[src/rtl/iq_byte_packer_pkg.sv]
// Shared constants, FSM encoding and byte-select helper for the IQ byte packer.
package iq_byte_packer_pkg;

    localparam int IQ_WIDTH       = 24;
    localparam int BYTES_PER_PAIR = 6;
    localparam int PAIR_WIDTH     = 2 * IQ_WIDTH;
    localparam int IDX_WIDTH      = 3;

    localparam logic [IDX_WIDTH-1:0] LAST_IDX = IDX_WIDTH'(BYTES_PER_PAIR - 1);

    typedef enum logic {
        ST_IDLE = 1'b0,
        ST_SEND = 1'b1
    } state_e;

    // Byte 0 is the most significant byte of I, byte 5 the least significant of Q.
    function automatic logic [7:0] pair_byte(input logic [PAIR_WIDTH-1:0] pair,
                                             input logic [IDX_WIDTH-1:0]  idx);
        logic [7:0] b;
        case (idx)
            3'd0:    b = pair[47:40];
            3'd1:    b = pair[39:32];
            3'd2:    b = pair[31:24];
            3'd3:    b = pair[23:16];
            3'd4:    b = pair[15:8];
            3'd5:    b = pair[7:0];
            default: b = 8'h00;
        endcase
        return b;
    endfunction

endpackage

[src/rtl/iq_byte_packer_if.sv]
// Sample input strobe and byte output stream of the IQ byte packer.
interface iq_byte_packer_if;

    logic                                  in_strobe;
    logic [iq_byte_packer_pkg::IQ_WIDTH-1:0] in_data_I;
    logic [iq_byte_packer_pkg::IQ_WIDTH-1:0] in_data_Q;
    logic [7:0]                            out_data;
    logic                                  out_valid;
    logic                                  out_ready;
    logic                                  out_first;
    logic                                  out_last;

    modport master (
        output in_strobe, in_data_I, in_data_Q, out_ready,
        input  out_data, out_valid, out_first, out_last
    );

    modport slave (
        input  in_strobe, in_data_I, in_data_Q, out_ready,
        output out_data, out_valid, out_first, out_last
    );

endinterface

[src/rtl/iq_fifo.sv]
// Synchronous FIFO with combinational read of the head entry, zero-latency level.
// Push when full and pop when empty are ignored.
module iq_fifo #(
    parameter  int WIDTH = 48,
    parameter  int DEPTH = 16,
    localparam int AW    = $clog2(DEPTH)
) (
    input  logic             clk,
    input  logic             rst,
    input  logic             push,
    input  logic [WIDTH-1:0] push_dat,
    input  logic             pop,
    output logic [WIDTH-1:0] pop_dat,
    output logic             full,
    output logic             empty,
    output logic [AW:0]      level
);

    logic [WIDTH-1:0] mem_q [DEPTH];
    logic [AW-1:0]    wr_ptr_q, wr_ptr_d;
    logic [AW-1:0]    rd_ptr_q, rd_ptr_d;
    logic [AW:0]      level_q, level_d;
    logic             wr_en, rd_en;

    assign full    = (level_q == (AW+1)'(DEPTH));
    assign empty   = (level_q == '0);
    assign level   = level_q;
    assign pop_dat = mem_q[rd_ptr_q];
    assign wr_en   = push && !full;
    assign rd_en   = pop && !empty;

    // Pointers are AW bits wide so they wrap modulo DEPTH on their own.
    always_comb begin
        wr_ptr_d = wr_ptr_q;
        rd_ptr_d = rd_ptr_q;
        level_d  = level_q;
        if (wr_en) wr_ptr_d = wr_ptr_q + AW'(1);
        if (rd_en) rd_ptr_d = rd_ptr_q + AW'(1);
        case ({wr_en, rd_en})
            2'b10:   level_d = level_q + (AW+1)'(1);
            2'b01:   level_d = level_q - (AW+1)'(1);
            default: level_d = level_q;
        endcase
    end

    always_ff @(posedge clk) begin
        if (rst) begin
            wr_ptr_q <= '0;
            rd_ptr_q <= '0;
            level_q  <= '0;
        end else begin
            wr_ptr_q <= wr_ptr_d;
            rd_ptr_q <= rd_ptr_d;
            level_q  <= level_d;
        end
    end

    always_ff @(posedge clk) begin
        if (wr_en) mem_q[wr_ptr_q] <= push_dat;
    end

endmodule

[src/rtl/iq_byte_packer.sv]
// Buffers 24-bit I/Q pairs and serialises each into six bytes on a valid/ready stream.
// Strobe to first byte: two cycles; output held while stalled, input drops counted when full.
module iq_byte_packer
    import iq_byte_packer_pkg::*;
#(
    parameter int FIFO_DEPTH = 16,
    parameter int CNT_WIDTH  = 16
) (
    input  logic                        clock,
    input  logic                        reset,
    iq_byte_packer_if.slave             bus,
    input  logic                        clear_overflow,
    output logic                        overflow,
    output logic [CNT_WIDTH-1:0]        overflow_count,
    output logic [$clog2(FIFO_DEPTH):0] fifo_level
);

    logic                  fifo_push, fifo_pop, fifo_full, fifo_empty, drop;
    logic [PAIR_WIDTH-1:0] fifo_dat;

    state_e                state_q, state_d;
    logic [IDX_WIDTH-1:0]  idx_q, idx_d;
    logic [PAIR_WIDTH-1:0] hold_q, hold_d;
    logic [7:0]            out_data_q, out_data_d;
    logic                  out_valid_q, out_valid_d;
    logic                  out_first_q, out_first_d;
    logic                  out_last_q, out_last_d;
    logic                  overflow_q, overflow_d;
    logic [CNT_WIDTH-1:0]  overflow_count_q, overflow_count_d;
    logic                  out_en;

    assign drop      = bus.in_strobe && fifo_full;
    assign fifo_push = bus.in_strobe && !fifo_full;

    iq_fifo #(
        .WIDTH (PAIR_WIDTH),
        .DEPTH (FIFO_DEPTH)
    ) u_fifo (
        .clk      (clock),
        .rst      (reset),
        .push     (fifo_push),
        .push_dat ({bus.in_data_I, bus.in_data_Q}),
        .pop      (fifo_pop),
        .pop_dat  (fifo_dat),
        .full     (fifo_full),
        .empty    (fifo_empty),
        .level    (fifo_level)
    );

    // The output register may take a new byte when empty or being consumed this cycle.
    assign out_en = !out_valid_q || bus.out_ready;

    always_comb begin
        state_d     = state_q;
        idx_d       = idx_q;
        hold_d      = hold_q;
        out_data_d  = out_data_q;
        out_valid_d = out_valid_q;
        out_first_d = out_first_q;
        out_last_d  = out_last_q;
        fifo_pop    = 1'b0;

        if (out_en) begin
            out_valid_d = 1'b0;
            out_first_d = 1'b0;
            out_last_d  = 1'b0;
        end

        unique case (state_q)
            ST_IDLE: begin
                if (!fifo_empty) begin
                    fifo_pop = 1'b1;
                    hold_d   = fifo_dat;
                    idx_d    = '0;
                    state_d  = ST_SEND;
                end
            end
            ST_SEND: begin
                if (out_en) begin
                    out_data_d  = pair_byte(hold_q, idx_q);
                    out_valid_d = 1'b1;
                    out_first_d = (idx_q == '0);
                    out_last_d  = (idx_q == LAST_IDX);
                    if (idx_q == LAST_IDX) begin
                        idx_d = '0;
                        // Reload straight from the FIFO so the next pair follows with no bubble.
                        if (!fifo_empty) begin
                            fifo_pop = 1'b1;
                            hold_d   = fifo_dat;
                        end else begin
                            state_d = ST_IDLE;
                        end
                    end else begin
                        idx_d = idx_q + IDX_WIDTH'(1);
                    end
                end
            end
            default: state_d = ST_IDLE;
        endcase
    end

    // A drop coinciding with a clear leaves exactly that one drop recorded.
    always_comb begin
        overflow_d       = overflow_q;
        overflow_count_d = overflow_count_q;
        if (clear_overflow) begin
            overflow_d       = drop;
            overflow_count_d = drop ? CNT_WIDTH'(1) : '0;
        end else if (drop) begin
            overflow_d = 1'b1;
            if (overflow_count_q != '1)
                overflow_count_d = overflow_count_q + CNT_WIDTH'(1);
        end
    end

    always_ff @(posedge clock) begin
        if (reset) begin
            state_q          <= ST_IDLE;
            idx_q            <= '0;
            hold_q           <= '0;
            out_data_q       <= '0;
            out_valid_q      <= 1'b0;
            out_first_q      <= 1'b0;
            out_last_q       <= 1'b0;
            overflow_q       <= 1'b0;
            overflow_count_q <= '0;
        end else begin
            state_q          <= state_d;
            idx_q            <= idx_d;
            hold_q           <= hold_d;
            out_data_q       <= out_data_d;
            out_valid_q      <= out_valid_d;
            out_first_q      <= out_first_d;
            out_last_q       <= out_last_d;
            overflow_q       <= overflow_d;
            overflow_count_q <= overflow_count_d;
        end
    end

    assign bus.out_data    = out_data_q;
    assign bus.out_valid   = out_valid_q;
    assign bus.out_first   = out_first_q;
    assign bus.out_last    = out_last_q;
    assign overflow        = overflow_q;
    assign overflow_count  = overflow_count_q;

endmodule

[src/flat_wrapper.sv]
// flat-port wrapper written by rule: the top's interface ports become plain ports
module iq_byte_packer_flat import iq_byte_packer_pkg::*;
#(
    parameter int FIFO_DEPTH = 16,
    parameter int CNT_WIDTH  = 16
)
  (clock, reset, clear_overflow, overflow, overflow_count, fifo_level, bus_in_strobe, bus_in_data_I, bus_in_data_Q, bus_out_ready, bus_out_data, bus_out_valid, bus_out_first, bus_out_last);
  iq_byte_packer_if bus_i ();
  input  logic clock;
  input  logic reset;
  input  logic clear_overflow;
  output logic overflow;
  output logic [CNT_WIDTH-1:0] overflow_count;
  output logic [$clog2(FIFO_DEPTH):0] fifo_level;
  input wire logic [$bits(bus_i.in_strobe)-1:0] bus_in_strobe;
  input wire logic [$bits(bus_i.in_data_I)-1:0] bus_in_data_I;
  input wire logic [$bits(bus_i.in_data_Q)-1:0] bus_in_data_Q;
  input wire logic [$bits(bus_i.out_ready)-1:0] bus_out_ready;
  output wire logic [$bits(bus_i.out_data)-1:0] bus_out_data;
  output wire logic [$bits(bus_i.out_valid)-1:0] bus_out_valid;
  output wire logic [$bits(bus_i.out_first)-1:0] bus_out_first;
  output wire logic [$bits(bus_i.out_last)-1:0] bus_out_last;
  assign bus_i.in_strobe = bus_in_strobe;
  assign bus_i.in_data_I = bus_in_data_I;
  assign bus_i.in_data_Q = bus_in_data_Q;
  assign bus_i.out_ready = bus_out_ready;
  assign bus_out_data = bus_i.out_data;
  assign bus_out_valid = bus_i.out_valid;
  assign bus_out_first = bus_i.out_first;
  assign bus_out_last = bus_i.out_last;
  iq_byte_packer #(.FIFO_DEPTH(FIFO_DEPTH), .CNT_WIDTH(CNT_WIDTH)) u_core (.clock(clock), .reset(reset), .bus(bus_i), .clear_overflow(clear_overflow), .overflow(overflow), .overflow_count(overflow_count), .fifo_level(fifo_level));
endmodule
[config.mk]
export PLATFORM = sky130hd
export DESIGN_NAME = iq_byte_packer_flat
export DESIGN_NICKNAME = d
export VERILOG_FILES = /design/src/rtl/iq_byte_packer_pkg.sv /design/src/rtl/iq_byte_packer_if.sv /design/src/rtl/iq_fifo.sv /design/src/rtl/iq_byte_packer.sv /design/src/flat_wrapper.sv
export SDC_FILE = /design/constraint.sdc
export NUM_CORES = 1
export LEC_CHECK = 0
export CORE_ASPECT_RATIO = 1.75
export CORE_MARGIN = 8
export CORE_UTILIZATION = 60
export CTS_CLUSTER_DIAMETER = 40
export DETAILED_ROUTE_END_ITERATION = 6
export GPL_TIMING_DRIVEN = 0
export HOLD_SLACK_MARGIN = 0.15
export PLACE_DENSITY = 0.78
export RECOVER_POWER = 25
export SKIP_LAST_GASP = 1
export SLEW_MARGIN = 20
export SYNTH_ARGS = -nofsm -noshare
export SYNTH_HDL_FRONTEND = slang
export SYNTH_SLANG_ARGS = --single-unit
[constraint.sdc]
create_clock -name clock -period 10.4 [get_ports clock]
set_clock_uncertainty 0.05 [all_clocks]
set_input_delay 2.08 -clock clock [delete_from_list [all_inputs] [get_ports clock]]
set_output_delay 2.08 -clock clock [all_outputs]
set_load 0.02 [all_outputs]
# Word-level counts from Yosys, hierarchy flattened
# Memory sizes are Yosys's and may differ from the RTL's. A register that Yosys moved wholly into a read port is not among the register bits.
# Cells that the tools add are included.
# op_classes
addsub,6
eq_ne,12
mux,36
bitwise_logic,1
reduce_logical,17
# ops
op,count
$mux W48,3
$pmux W48 S2,1
$mux W16,3
$pmux W8 S6,1
$mux W1,19
$add A16 B1 Y16 const B,1
$ne A16 B16 Y1 const B,1
$pmux W5 S2,1
$mux W3,3
$add A4 B1 Y4 const B,2
$mux W4,2
$reduce_and A2 Y1,4
$eq A3 B2 Y1 const B,2
$eq A3 B3 Y1 const B,2
$ne A2 B2 Y1 const B,3
$pmux W3 S2,1
$reduce_bool A2 Y1,3
$add A5 B1 Y5 const B,1
$eq A5 B5 Y1 const B,1
$logic_not A5 Y1,1
$sub A5 B1 Y5 const B,1
$logic_and A1 B1 Y1,4
$pmux W1 S2,2
$add A3 B1 Y3 const B,1
other kinds (7),9
# word_totals
reg_bits,93
mem_bits_rw,768
input_bits,53
n_memories,1
# mem_list
memory,words,width,rd,rd_ports_with_merged_regs,write_ports,line,text
u_core.u_fifo.mem_q,16,48,1,1,1,iq_fifo.sv:19,logic [WIDTH-1:0] mem_q [DEPTH];

# Depth between registers and ports, before layout
# logic_depth
ltp_word,8
ltp_mapped,14

# By module
# A second synthesis with hierarchy kept.
# unflattened
cells_unflattened,1744
area_unflattened_um2,33363.2
# modules_own_cells
module,instances,cells_per_inst,area_each_um2
iq_fifo,1,1297,29674.7
iq_byte_packer,1,447,3688.5

# Worst setup path before layout
# No wires, ideal clock.
# synth_path
kind,in2reg
startpoint,input bus_in_strobe
endpoint,"memory u_core.u_fifo.mem_q[3][0], enable pin"
setup_ps,513
arrival_time_ps,6039
required_ps,9837
path_slack_ps,3798
cell_stages,3
cell_sequence,a21boi_1 > nand2_1 > nor3_1
# synth_via
elab_chain_len,4
# synth_lines
item,line,text
start: declaration,flat_wrapper.sv:15,input wire logic [$bits(bus_i.in_strobe)-1:0] bus_in_strobe;
$logic_and A1 B1 Y1,iq_byte_packer.sv:33,assign fifo_push = bus.in_strobe && !fifo_full;
$logic_and A1 B1 Y1,iq_fifo.sv:29,assign wr_en = push && !full;
$mux W1,iq_fifo.sv:59,if (wr_en) mem_q[wr_ptr_q] <= push_dat;
$mux W1 (implied by the code),iq_fifo.sv:59,
end: declaration,iq_fifo.sv:19,
# No other way between the ends.

# Worst setup path in the final report
# layout_path
startpoint,input bus_out_ready
endpoint,register u_core.u_fifo.level_q[4] (netlist: u_core.u_fifo.level[4])
# layout_via
elab_chain_len,6
elab_cells_between_ends,8
# layout_lines
item,line,text
start: declaration,flat_wrapper.sv:18,input wire logic [$bits(bus_i.out_ready)-1:0] bus_out_ready;
$logic_or A1 B1 Y1 *,iq_byte_packer.sv:51,assign out_en = !out_valid_q || bus.out_ready;
$mux W1 *,iq_byte_packer.sv:79,if (out_en) begin
$pmux W1 S2 *,iq_byte_packer.sv:69,unique case (state_q)
$logic_and A1 B1 Y1 *,iq_fifo.sv:30,assign rd_en = pop && !empty;
via u_core.u_fifo.rd_en,iq_fifo.sv:23,"logic wr_en, rd_en;"
$eq A2 B1 Y1 / $eq A2 B2 Y1 (equally long branches),iq_fifo.sv:39,"case ({wr_en, rd_en})"
$pmux W5 S2 / $reduce_bool A2 Y1 (equally long branches),n/a,
end signal: assignment,iq_fifo.sv:54,level_q <= level_d;
end: declaration,iq_fifo.sv:22,"logic [AW:0] level_q, level_d;"
# Mark *: on every way through the listed nets, which the timed path passes. The rest lies on a longest branch.
# A chain may end at the register's enable or synchronous reset.

==> results by group <==
Outcome
  – Outcome: finished, final reports clean

Final layout
  – Fraction of layout cells with a size suffix above 1: 0.223
  – Commonest non-fill, non-tap cell in the layout: edfxtp_1
  – Storage cell area: 25000 µm²
  – Design Area, Final: 38100 µm²
  – Commonest cells after routing, fill and taps aside: 768 x edfxtp_1, 192 x mux4_2, 104 x mux2i_1
  – Fill cells: 3239
  – P&R area growth vs syn: 15.3%
  – Fin nets: 1890
  – Multi-input gate area: 7730 µm²

Detailed routing
  – Starting DRC count in detailed routing: 1639
  – Drt total wl: 77.3 mm
  – Via/cell ratio: 6.53
  – Drt wl/cell: 29.9 µm
  – Detail Route Antenna Nets: 0
  – 1st-pass router iterations: 5
  – Routed via count: 16.9k
  – DR DRC count: 0

Timing
  – Fin Setup TNS: 0 ns
  – Worst Max-Slew Pin Slew: 1.15 ns
  – Max Fclk: 0.208 GHz
  – Worst rel slew slack: 0.234
  – RSZ-0062 raised after global routing: no
  – Final setup fails: 0
  – Final period utilization: 0.463
  – Fin. Hold Viols: 0
  – Post-layout min period: 4.82 ns
  – Max-slew violation count: 0

Power
  – Sw frac: 0.264
  – Switching power: 0.00224 W
  – Total power: 0.00847 W
  – Internal: 0.00623 W
  – Cell Pwr Density: 222 nW/µm²
  – Leakage: 12.2 nW
  – Comb power frac: 0.185
  – Clock share of power: 0.331
  – Sequential power share: 0.483
  – Worst VDD drop: 130 µV

Global routing
  – Global-route wire length before repair: 114 mm
  – GRT Overall Usage: 0.245
  – GRT overflow: 0
  – Vias in the first global route: 17.5k
  – Initial antenna violation count: 7
  – Largest net degree at the start of global routing: 22

Clock tree
  – CTS tree: yes
  – Post_cts resized: 0
  – Clock Sink Count: 865
  – Clock Pin Slew Worst Setup and Hold Paths: 0.07 ns
  – H-tree Lvls: 3
  – Cts-stage hold buffer count: 0
  – CTS buffer count: 75
  – Clock Latency Late Sink: 0.62 ns
  – Setup Buffers After CTS: 0
  – CTS max path bufs: 3
  – Root Driver: clkbuf_16

Flow run
  – Max Cap Viol: 0

Logic synthesis
  – Asr flop ratio synth: 0
  – Net count after synthesis: 1675
  – Mapped Area: 33000 µm²
  – YS warnings: 0
  – Post-synth top flop: edfxtp_1
  – Sequential share of the synthesized area: 0.757
  – Synthesized netlist cell count: 1612
  – Number of flops mapped to enable cells by yosys: 768
  – Synthesized area per cell: 20.5 µm²
  – Distinct cells, synth: 60
  – Register bit count reported by yosys: 865

Floorplan
  – DIE WIDTH: 193 µm
  – Num ports: 86
  – Effective utilization at floorplan: 0.602
  – Die Span Y: 326 µm
  – Row count: 114
  – Die area: 63100 µm²
  – Std-Cell Core Area: 54900 µm²

Hold path
  – Hold Crit Class: reg -> reg

Setup path
  – Most used cell, CP: ha_1
  – Critical path data arrival time: 5.28 ns
  – Max FO, Critical Path: 9
  – Worst setup EP type: register
  – CP Launch Type: input port
  – FF-to-FF setup slack: 6.94 ns
  – Worst path max stage delay: 0.49 ns
  – Critical path type: in -> reg
  – Worst path bufs/invs: 3
  – Critical Path, Cell by Cell: clkdlybuf4s50_1, nor2b_1, o41ai_4, and2_1, buf_2, ha_1, clkbuf_1, xor2_1, ha_1, o21a_1, o21ai_0, a41oi_1, mux2_1
  – Critical Path RT: 10.86 ns
  – Critical-path top delay cell: o41ai_4
  – Critical path's top delay family: buffers and inverters

Place
  – Port Buffers: 85
  – Placement Cell Area: 35600 µm²
  – GP Congestion: 0.890
  – HPWL after detailed placement: 50.7 mm
-- final cells by class --
cell class                      count  area share
Tap cell                          696      0.0229
Clock inverter                     43      0.0112
Timing Repair Buffer              138      0.0418
Buffer                             90      0.0101
Clock buffer                       92      0.0534
Multi-Input combinational cell    647       0.203
Antenna cell                        4    0.000263
Sequential cell                   865       0.657
Inverter                           10    0.000986
-- cells in the mapped netlist, types with 8 or more instances --
library cell | count | area (µm²)
nor2_1 | 65 | 244
a21oi_1 | 17 | 85.1
xnor2_1 | 14 | 123
o22ai_1 | 49 | 307
buf_2 | 33 | 165
nand3_1 | 8 | 40.0
mux4_2 | 192 | 4320
mux2i_1 | 104 | 1040
xor2_1 | 8 | 70.1
nor3_1 | 9 | 45.0
clkbuf_1 | 49 | 184
ha_1 | 10 | 125
o21ai_0 | 14 | 70.1
nand2_1 | 28 | 105
edfxtp_1 | 768 | 23100
inv_1 | 8 | 30.0
a21o_1 | 47 | 353
dfxtp_1 | 97 | 1940
-- worst register-to-register path, stage by stage (launching register included) --
cell	delay (ns)
dfxtp_1	0.34
clkbuf_1	0.35
nor4_4	0.10
nand2b_1	0.08
clkbuf_1	0.32
and2_1	0.18
buf_2	0.15
ha_1	0.19
clkbuf_1	0.33
xor2_1	0.21
ha_1	0.24
o21a_1	0.13
o21ai_0	0.07
a41oi_1	0.26
mux2_1	0.34
-- worst paths after layout --
| path | cells past startpoint | from | end |
|---|---|---|---|
| hold / removal | 1 | u_core.hold_q[45]$_SDFFE_PP0P_ | u_core.hold_q[45]$_SDFFE_PP0P_ |
| setup reg to reg | 14 | u_core.u_fifo.level[2]$_SDFFE_PP0P_ | u_core.u_fifo.level[4]$_SDFFE_PP0P_ |
| hold reg to reg | 1 | u_core.hold_q[45]$_SDFFE_PP0P_ | u_core.hold_q[45]$_SDFFE_PP0P_ |
| setup / recovery | 13 | bus_out_ready | u_core.u_fifo.level[4]$_SDFFE_PP0P_ |
-- metal layers --
metal	share of wire	global-route usage	up-vias	routed length [µm]
met4	0.047	0.123	2	3650
met5	0.00017	0	-	13
met2	0.53	0.433	809	40800
met1	0.36	0.289	8815	27800
li1	-	-	7085	-
met3	0.064	0.0391	180	4960
-- sequential cells by signal (all words and copies together) (netlist names), named ones only --
signal,flops
u_core.u_fifo.wr_ptr_q,4
u_core.u_fifo.rd_ptr_q,4
u_core.idx_q,3
u_core.overflow,1
u_core.state_q,1
u_core.overflow_count,16
u_core.u_fifo.level,5
u_core.bus.out_data,8
u_core.hold_q,48
u_core.u_fifo.mem_q,768
-- through the flow --
step           utilization  hold slack, ns  instances  setup slack [ns]
2_1_floorplan            -           0.371       1612              3.80
3_3_place_gp         0.633           0.390       2393            -0.872
3_5_place_dp         0.649           0.392       2446              4.98
4_1_cts              0.693           0.406       2581              5.62
5_1_grt              0.694           0.423       2585              5.34
6_report             0.694           0.405       2585              5.58
-- power by group through the flow --
stage,Clock (W),Sequential (W),Combinational (W)
2_1_floorplan,0,0.00414,0.00104
3_3_place_gp,0,0.00418,0.00149
3_5_place_dp,0,0.00416,0.00157
4_1_cts,0.00283,0.00409,0.00158
5_1_grt,0.00297,0.00410,0.00167
6_report,0.00281,0.00409,0.00157
-- kinds of logic after synthesis --
logic type / share of synthesized area
flip-flops: 0.757
multiplexers: 0.163
AO/OA/AOI/OAI: 0.0350
AND/OR/NAND/NOR: 0.0226
buffers and inverters: 0.0127
XOR/XNOR: 0.00583
adder cells (fa/ha/maj): 0.00379
(Power assumes the default switching activity.)
